==> config.mk <==
export PLATFORM = sky130hd
export DESIGN_NAME = game_timer_ctrl_flat
export DESIGN_NICKNAME = d
export VERILOG_FILES = /design/src/rtl/game_timer_ctrl_if.sv /design/src/rtl/game_timer_ctrl.sv /design/src/flat_wrapper.sv
export SDC_FILE = /design/constraint.sdc
export NUM_CORES = 1
export LEC_CHECK = 0
export BUFFER_PORTS_ARGS = -buffer_cell sky130_fd_sc_hd__clkbuf_2
export CAP_MARGIN = 20
export CORE_MARGIN = 1
export CORE_UTILIZATION = 59
export CTS_CLUSTER_DIAMETER = 200
export CTS_CLUSTER_SIZE = 8
export DETAILED_ROUTE_END_ITERATION = 10
export PLACE_DENSITY = 0.79
export SYNTH_ARGS = -nofsm -noshare
export SYNTH_HDL_FRONTEND = slang
export SYNTH_SLANG_ARGS = --single-unit
==> constraint.sdc <==
create_clock -name clk -period 3.2 [get_ports clk]
set_clock_uncertainty 0.2 [all_clocks]
set_input_delay 0.32 -clock clk [delete_from_list [all_inputs] [get_ports clk]]
set_output_delay 0.32 -clock clk [all_outputs]
set_load 0.02 [all_outputs]
==> src/rtl/game_timer_ctrl_if.sv <==
// Control/status bundle between the game-state logic and the elapsed-time
// sequencer. The game FSM is the master (issues pulses and reads the count).
// The timer is the slave.
interface game_timer_ctrl_if #(
    parameter int unsigned SEC_W = 10
);
    logic             start;
    logic             pause;
    logic             game_over;
    logic             clear;
    logic [SEC_W-1:0] seconds;
    logic             sec_tick;
    logic             running;
    logic             saturated;

    modport master (
        output start, pause, game_over, clear,
        input  seconds, sec_tick, running, saturated
    );

    modport slave (
        input  start, pause, game_over, clear,
        output seconds, sec_tick, running, saturated
    );
endinterface

==> src/rtl/game_timer_ctrl.sv <==
// Elapsed-time sequencer for the in-game timer display.
// The module divides clk into a 1 s prescaler wrap and keeps a saturating
// seconds count. An IDLE/RUN/PAUSED/DONE state machine gates the count.
// All outputs are registered. The next value of every register is computed
// in one combinational process, so a clear, a wrap and a state change on the
// same edge resolve in a single place.
module game_timer_ctrl #(
    parameter int unsigned CLK_FREQ_HZ = 65_000_000,
    parameter int unsigned MAX_SEC     = 999,
    parameter int unsigned SEC_W       = 10
) (
    input  logic              clk,
    input  logic              rst_n,
    game_timer_ctrl_if.slave  bus
);
    localparam int unsigned     PW         = $clog2(CLK_FREQ_HZ);
    localparam logic [PW-1:0]   PRESC_LAST = PW'(CLK_FREQ_HZ - 1);
    localparam logic [SEC_W-1:0] SEC_MAX   = SEC_W'(MAX_SEC);

    typedef enum logic [1:0] {
        S_IDLE   = 2'd0,
        S_RUN    = 2'd1,
        S_PAUSED = 2'd2,
        S_DONE   = 2'd3
    } state_t;

    state_t           r_state,    w_state_nxt;
    logic [PW-1:0]    r_presc,    w_presc_nxt;
    logic [SEC_W-1:0] r_seconds,  w_seconds_nxt;
    logic             r_tick,     w_tick_nxt;
    logic             r_running,  w_running_nxt;
    logic             r_sat,      w_sat_nxt;
    logic [SEC_W-1:0] w_sec_inc;
    logic             w_wrap;
    logic             w_sat_hit;

    assign w_sec_inc = r_seconds + 1'b1;
    assign w_wrap    = (r_state == S_RUN) && (r_presc == PRESC_LAST);
    assign w_sat_hit = w_wrap && (w_sec_inc == SEC_MAX);

    // State, counters and registered outputs.
    always_ff @(posedge clk or negedge rst_n) begin
        if (!rst_n) begin
            r_state   <= S_IDLE;
            r_presc   <= '0;
            r_seconds <= '0;
            r_tick    <= 1'b0;
            r_running <= 1'b0;
            r_sat     <= 1'b0;
        end else begin
            r_state   <= w_state_nxt;
            r_presc   <= w_presc_nxt;
            r_seconds <= w_seconds_nxt;
            r_tick    <= w_tick_nxt;
            r_running <= w_running_nxt;
            r_sat     <= w_sat_nxt;
        end
    end

    // Next-state and next-count logic. Priority: clear > game_over > start > pause.
    // A wrap always ticks on its edge, even when the same edge leaves RUN.
    always_comb begin
        w_state_nxt   = r_state;
        w_presc_nxt   = r_presc;
        w_seconds_nxt = r_seconds;
        w_tick_nxt    = 1'b0;
        w_sat_nxt     = r_sat;

        if (bus.clear) begin
            w_state_nxt   = S_IDLE;
            w_presc_nxt   = '0;
            w_seconds_nxt = '0;
            w_sat_nxt     = 1'b0;
        end else begin
            unique case (r_state)
                S_IDLE: begin
                    w_presc_nxt   = '0;
                    w_seconds_nxt = '0;
                    if (bus.start) begin
                        w_state_nxt = S_RUN;
                    end
                end
                S_RUN: begin
                    if (w_wrap) begin
                        w_presc_nxt = '0;
                        if (r_seconds != SEC_MAX) begin
                            w_seconds_nxt = w_sec_inc;
                        end
                        w_tick_nxt = 1'b1;
                    end else begin
                        w_presc_nxt = r_presc + 1'b1;
                    end
                    if (w_sat_hit) begin
                        w_sat_nxt   = 1'b1;
                        w_state_nxt = S_DONE;
                    end else if (bus.game_over) begin
                        w_state_nxt = S_DONE;
                    end else if (bus.pause) begin
                        w_state_nxt = S_PAUSED;
                    end
                end
                S_PAUSED: begin
                    if (bus.game_over) begin
                        w_state_nxt = S_DONE;
                    end else if (bus.start) begin
                        w_state_nxt = S_RUN;
                    end
                end
                S_DONE: begin
                    w_state_nxt = S_DONE;
                end
                default: begin
                    w_state_nxt   = S_IDLE;
                    w_presc_nxt   = '0;
                    w_seconds_nxt = '0;
                    w_sat_nxt     = 1'b0;
                end
            endcase
        end

        w_running_nxt = (w_state_nxt == S_RUN);
    end

    assign bus.seconds   = r_seconds;
    assign bus.sec_tick  = r_tick;
    assign bus.running   = r_running;
    assign bus.saturated = r_sat;

endmodule

==> src/flat_wrapper.sv <==
// flat-port wrapper written by rule: the top's interface ports become plain ports
module game_timer_ctrl_flat 
#(
    parameter int unsigned CLK_FREQ_HZ = 65_000_000,
    parameter int unsigned MAX_SEC     = 999,
    parameter int unsigned SEC_W       = 10
)
  (clk, rst_n, bus_start, bus_pause, bus_game_over, bus_clear, bus_seconds, bus_sec_tick, bus_running, bus_saturated);
  game_timer_ctrl_if #(.SEC_W(SEC_W)) bus_i ();
  input  logic clk;
  input  logic rst_n;
  input wire logic [$bits(bus_i.start)-1:0] bus_start;
  input wire logic [$bits(bus_i.pause)-1:0] bus_pause;
  input wire logic [$bits(bus_i.game_over)-1:0] bus_game_over;
  input wire logic [$bits(bus_i.clear)-1:0] bus_clear;
  output wire logic [$bits(bus_i.seconds)-1:0] bus_seconds;
  output wire logic [$bits(bus_i.sec_tick)-1:0] bus_sec_tick;
  output wire logic [$bits(bus_i.running)-1:0] bus_running;
  output wire logic [$bits(bus_i.saturated)-1:0] bus_saturated;
  assign bus_i.start = bus_start;
  assign bus_i.pause = bus_pause;
  assign bus_i.game_over = bus_game_over;
  assign bus_i.clear = bus_clear;
  assign bus_seconds = bus_i.seconds;
  assign bus_sec_tick = bus_i.sec_tick;
  assign bus_running = bus_i.running;
  assign bus_saturated = bus_i.saturated;
  game_timer_ctrl #(.CLK_FREQ_HZ(CLK_FREQ_HZ), .MAX_SEC(MAX_SEC), .SEC_W(SEC_W)) u_core (.clk(clk), .rst_n(rst_n), .bus(bus_i));
endmodule
# ---- After elaboration in Yosys (flattened, before gate mapping)
# Index checks and enable logic that the tools add are counted.
dict set report totals {
  regBits 41
  inputBits 6
  output_inout_bits 13
  elab_cells 45
}
dict set report classes {
  n_addsub 2
  eq_ne 9
  mux 20
  reduce_logical 8
}
# op n
set op_table {}
lappend op_table {{$mux 26} 2}
lappend op_table {{$pmux 26 s2} 1}
lappend op_table {{$mux 10} 3}
lappend op_table {{$add 26x1->26 const B} 1}
lappend op_table {{$eq 26x26->1 const B} 1}
lappend op_table {{$pmux 10 s2} 1}
lappend op_table {{$mux 2} 6}
lappend op_table {{$add 10x1->10 const B} 1}
lappend op_table {{$eq 10x10->1 const B} 1}
lappend op_table {{$ne 10x10->1 const B} 1}
lappend op_table {{$pmux 2 s4} 1}
lappend op_table {{$mux 1} 6}
lappend op_table {{$eq 2x1->1 const B} 2}
lappend op_table {{$eq 2x2->1 const B} 2}
lappend op_table {{$reduce_bool 2->1} 2}
lappend op_table {{$ne 3x2->1 const B} 1}
lappend op_table {{$ne 3x3->1 const B} 1}
lappend op_table {{$reduce_and 3->1} 1}
lappend op_table {{$reduce_bool 3->1} 1}
lappend op_table {{$logic_and 1x1->1} 2}
lappend op_table {{$logic_not 2->1} 1}
lappend op_table {{$reduce_and 2->1} 1}

# ---- Longest topological paths before layout
dict set report logic_depth {
  word_depth 7
  depth_mapped 8
  ltp_nobuf 8
}

# ---- Worst setup path before layout
# No wires, ideal clock.
dict set report synth_timing {
  path_kind {reg-to-reg}
  start {reg u_core.r_presc[7]}
  end {reg u_core.r_running (netlist: u_core.bus.running)}
  setup_time_ps 120
  arrival_time_ps 2034
  required_ps 2880
  slack_ps 845
  path_stages_with_launch 7
  n_path_buf 0
  path_cell_list {dfrtp_1 nor4b_1 nand4_1 or4_4 a2111oi_2 nor3_1 o211a_1}
}
dict set report synth_between {
  elab_chain_len 7
}
# item line_no
set synth_lines {}
lappend synth_lines {{start, declared} game_timer_ctrl.sv:28} ;# logic [PW-1:0] r_presc, w_presc_nxt;
lappend synth_lines {{start signal, assigned} game_timer_ctrl.sv:52} ;# r_presc <= w_presc_nxt;
lappend synth_lines {{$eq 26x26->1} game_timer_ctrl.sv:38} ;# assign w_wrap = (r_state == S_RUN) && (r_presc == PRESC_LAST);
lappend synth_lines {{$logic_and 1x1->1} game_timer_ctrl.sv:38}
lappend synth_lines {{$logic_and 1x1->1} game_timer_ctrl.sv:39} ;# assign w_sat_hit = w_wrap && (w_sec_inc == SEC_MAX);
lappend synth_lines {{$mux 2} game_timer_ctrl.sv:93} ;# if (w_sat_hit) begin
lappend synth_lines {{$pmux 2 s4} game_timer_ctrl.sv:75} ;# unique case (r_state)
lappend synth_lines {{$mux 2} game_timer_ctrl.sv:69} ;# if (bus.clear) begin
lappend synth_lines {{$eq 2x1->1} game_timer_ctrl.sv:121} ;# w_running_nxt = (w_state_nxt == S_RUN);
lappend synth_lines {{net u_core.w_running_nxt} game_timer_ctrl.sv:31} ;# logic r_running, w_running_nxt;
lappend synth_lines {{end signal, assigned} game_timer_ctrl.sv:55} ;# r_running <= w_running_nxt;
lappend synth_lines {{end, declared} game_timer_ctrl.sv:31}
# The timed path passes the listed nets, and every way through them passes these cells.
# A chain may end at the register's enable or synchronous reset.

# ---- Worst setup path in the final report
# Ends and elaborated chain as after synthesis.

==> reports/qor.txt <==
Area Growth Syn to Fin: 12.1%
Post-synth EDFFs: 0
CP arrival: 2.62 ns
fin cells: 325
Initial Util: 62.2%
placed insts: 315
IO Count: 19
pin count of the biggest net entering global routing: 42
Overflow after GRT: 0
Fin Hold WS: 0.0789 ns
pwr/cell area: 375 mW/mm^2
largest cells by area after synthesis: dfrtp_1, xor2_1, nand3_1, nand2_1, nor2_1
final period utilization: 82.3%
most common cell after layout, fill and taps aside: dfrtp_1
R2R Path Start: u_core.r_presc[7]$_DFFE_PN0P_
die area: 0.00414 mm^2
unrepaired setup endpoints after global routing: false
Die Span X: 64.3 um
Startpoint Class: flop
Max Clock Freq: 380 MHz
Yosys reg bits: 41
Cell Rows: 22
final core utilization: 69.7%
Final nets: 285
Setup Fix Bufs, Post-CTS: 0
CTS tree: built
post-synthesis sequential area ratio: 44.7%
Pleak: 1.06 nW
outcome: finished clean
footprint of the multi-input gates: 0.00123 mm^2
drt first pass iters: 4
worst-skew pair later-pin latency: 0.29 ns
vias in the first global route: 1868
crit path launch: u_core.r_presc[7]$_DFFE_PN0P_
Fin. Hold Viols: 0
synth warn: 0
fill count: 303
FF-to-FF setup slack: 0.57 ns
Design Power: 0.963 mW
sum of negative setup slack: 0 ns
first-pass GRT wire length: 8470 um
CTS Sinks: 41
leading area contributor after synthesis: dfrtp_1
syn nets: 261
worst hold-check path type: in2reg
Routed WL: 4890 um
fraction of registers with async set/reset: 100%
Synth Area per Inst: 9.10 um^2
mapped cell area: 0.00229 mm^2
clk root buf: clkbuf_8
CP Capture Type: flop
Reg clk slew, reported paths: 0.08 ns
die height: 64.3 um
via count: 1999
Yosys cell types: 45
max_cap viols: 0
Worst Path Max Fanout: 5
CTS Buf Count: 5
FF+latch area: 0.00103 mm^2
# diodes: 0
hpwl dp: 3460 um
gpl congestion: 0.875
dominant synthesized flop cell: dfrtp_1
Worst EP required: 3.19 ns
hold wc startpoint: bus_clear
core area: 0.00369 mm^2
Final Max Tran Viols: 0
drc violations: 0
Slew headroom: 47.0%
layout cell share with drive strength beyond 1: 13.0%
IO Port Bufs: 18
most frequent cells in the layout: dfrtp_1, nand2_1, nor2_1, nand3_1, clkbuf_2
Least-Margin Pin Slew: 0.787 ns
Initial DRC Count: 180
VDD IR-drop max: 0.285 mV
Resized cells post-CTS: 0
Total GRT Usage: 26.8%
clk buf depth: 2
final setup fails: 0
Post-Syn Instances: 252
Wirelength per Cell: 15.1 um
initial antenna violation count: 0
minimum clock period: 2.63 ns
critical path type: reg2reg
htree depth: 2
top-area cell type share of the netlist area: 44.7%
Via density: 6.15
post-route ant nets: 0
-- report_power, final --
part           total [mW]  switching [mW]  internal (mW)
combinational      0.0678          0.0487         0.0192
clock               0.368           0.173          0.195
sequential          0.528         0.00482          0.523
total               0.963           0.226          0.737
-- final cells by class --
cell class / count / share of cell area [%]
Multi-Input combinational cell: 201 / 47.8
Timing Repair Buffer: 22 / 5.26
Tap cell: 48 / 2.34
Clock inverter: 1 / 0.195
Clock buffer: 7 / 3.75
Sequential cell: 41 / 39.9
Inverter: 5 / 0.730
-- worst max-delay path: stages, from the launching register on --
cell and delay [ns]:
dfrtp_1 0.42, nor4b_1 0.35, nand4_1 0.23, or4_4 0.63, a2111oi_2 0.39, nor3_1 0.10
o211a_1 0.22
-- worst paths after layout --
check	endpoint	depth (start not counted)
worst max-delay path	u_core.bus.running$_DFF_PN0_	6
worst min-delay path	u_core.bus.sec_tick$_DFF_PN0_	2
worst max register to register	u_core.bus.running$_DFF_PN0_	6
worst min register to register	u_core.r_presc[19]$_DFFE_PN0P_	1
max in group asynchronous	u_core.r_presc[4]$_DFFE_PN0P_	3
min in group asynchronous	u_core.bus.seconds[5]$_DFFE_PN0P_	2
-- metrics by stage --
| stage | setup slack (ns) | area, um^2 |
|---|---|---|
| floorplan | 0.845 | 2290 |
| global placement | 0.707 | 2440 |
| detailed placement | 0.595 | 2440 |
| CTS | 0.587 | 2540 |
| global route | 0.396 | 2570 |
| finish | 0.565 | 2570 |
-- cells in the mapped netlist (3+ instances only) --
library cell / number
dfrtp_1: 41
nand2_1: 30
nor2_1: 30
nand3_1: 23
o21ai_0: 14
xor2_1: 14
nand4_1: 9
nor4_1: 7
o31ai_1: 6
xnor2_1: 6
and4_1: 5
inv_1: 5
a21oi_1: 4
a31oi_1: 4
clkbuf_1: 4
nor3_1: 4
or3_1: 4
ha_1: 3
mux2i_1: 3
nand2b_1: 3
-- cells by family (layout without fill, tap and decap cells) --
| logic type | count (synthesis) | count (layout) | share of synthesized area, % |
|---|---|---|---|
| xor+xnor | 20 | 20 | 7.64 |
| simple gates | 135 | 135 | 31.3 |
| flops | 41 | 41 | 44.7 |
| mux | 3 | 3 | 1.31 |
| buf+inv | 10 | 35 | 1.69 |
| compound gates | 40 | 40 | 11.7 |
| fa+ha+maj | 3 | 3 | 1.64 |
-- per-layer routing --
layer	global-route usage [%]	wire (um)	share of wire [%]
met1	34.3	2160	44
met2	44.3	2330	48
met3	5.36	269	5.5
met4	10.8	133	2.7
met5	0	0	0
-- registers in the layout (all words and copies together) (netlist names) --
name	flops
u_core.bus.seconds	10
u_core.bus.sec_tick	1
u_core.r_state	2
u_core.bus.saturated	1
u_core.r_presc	26
u_core.bus.running	1
-- timing repair --
item | 4_1_cts | 5_1_grt
hold buffers | 0 | 1
setup endpoints to repair | 0 | 0
endpoints found under the hold margin | 0 | 41
No activity file was read; power rests on OpenSTA's default activity.
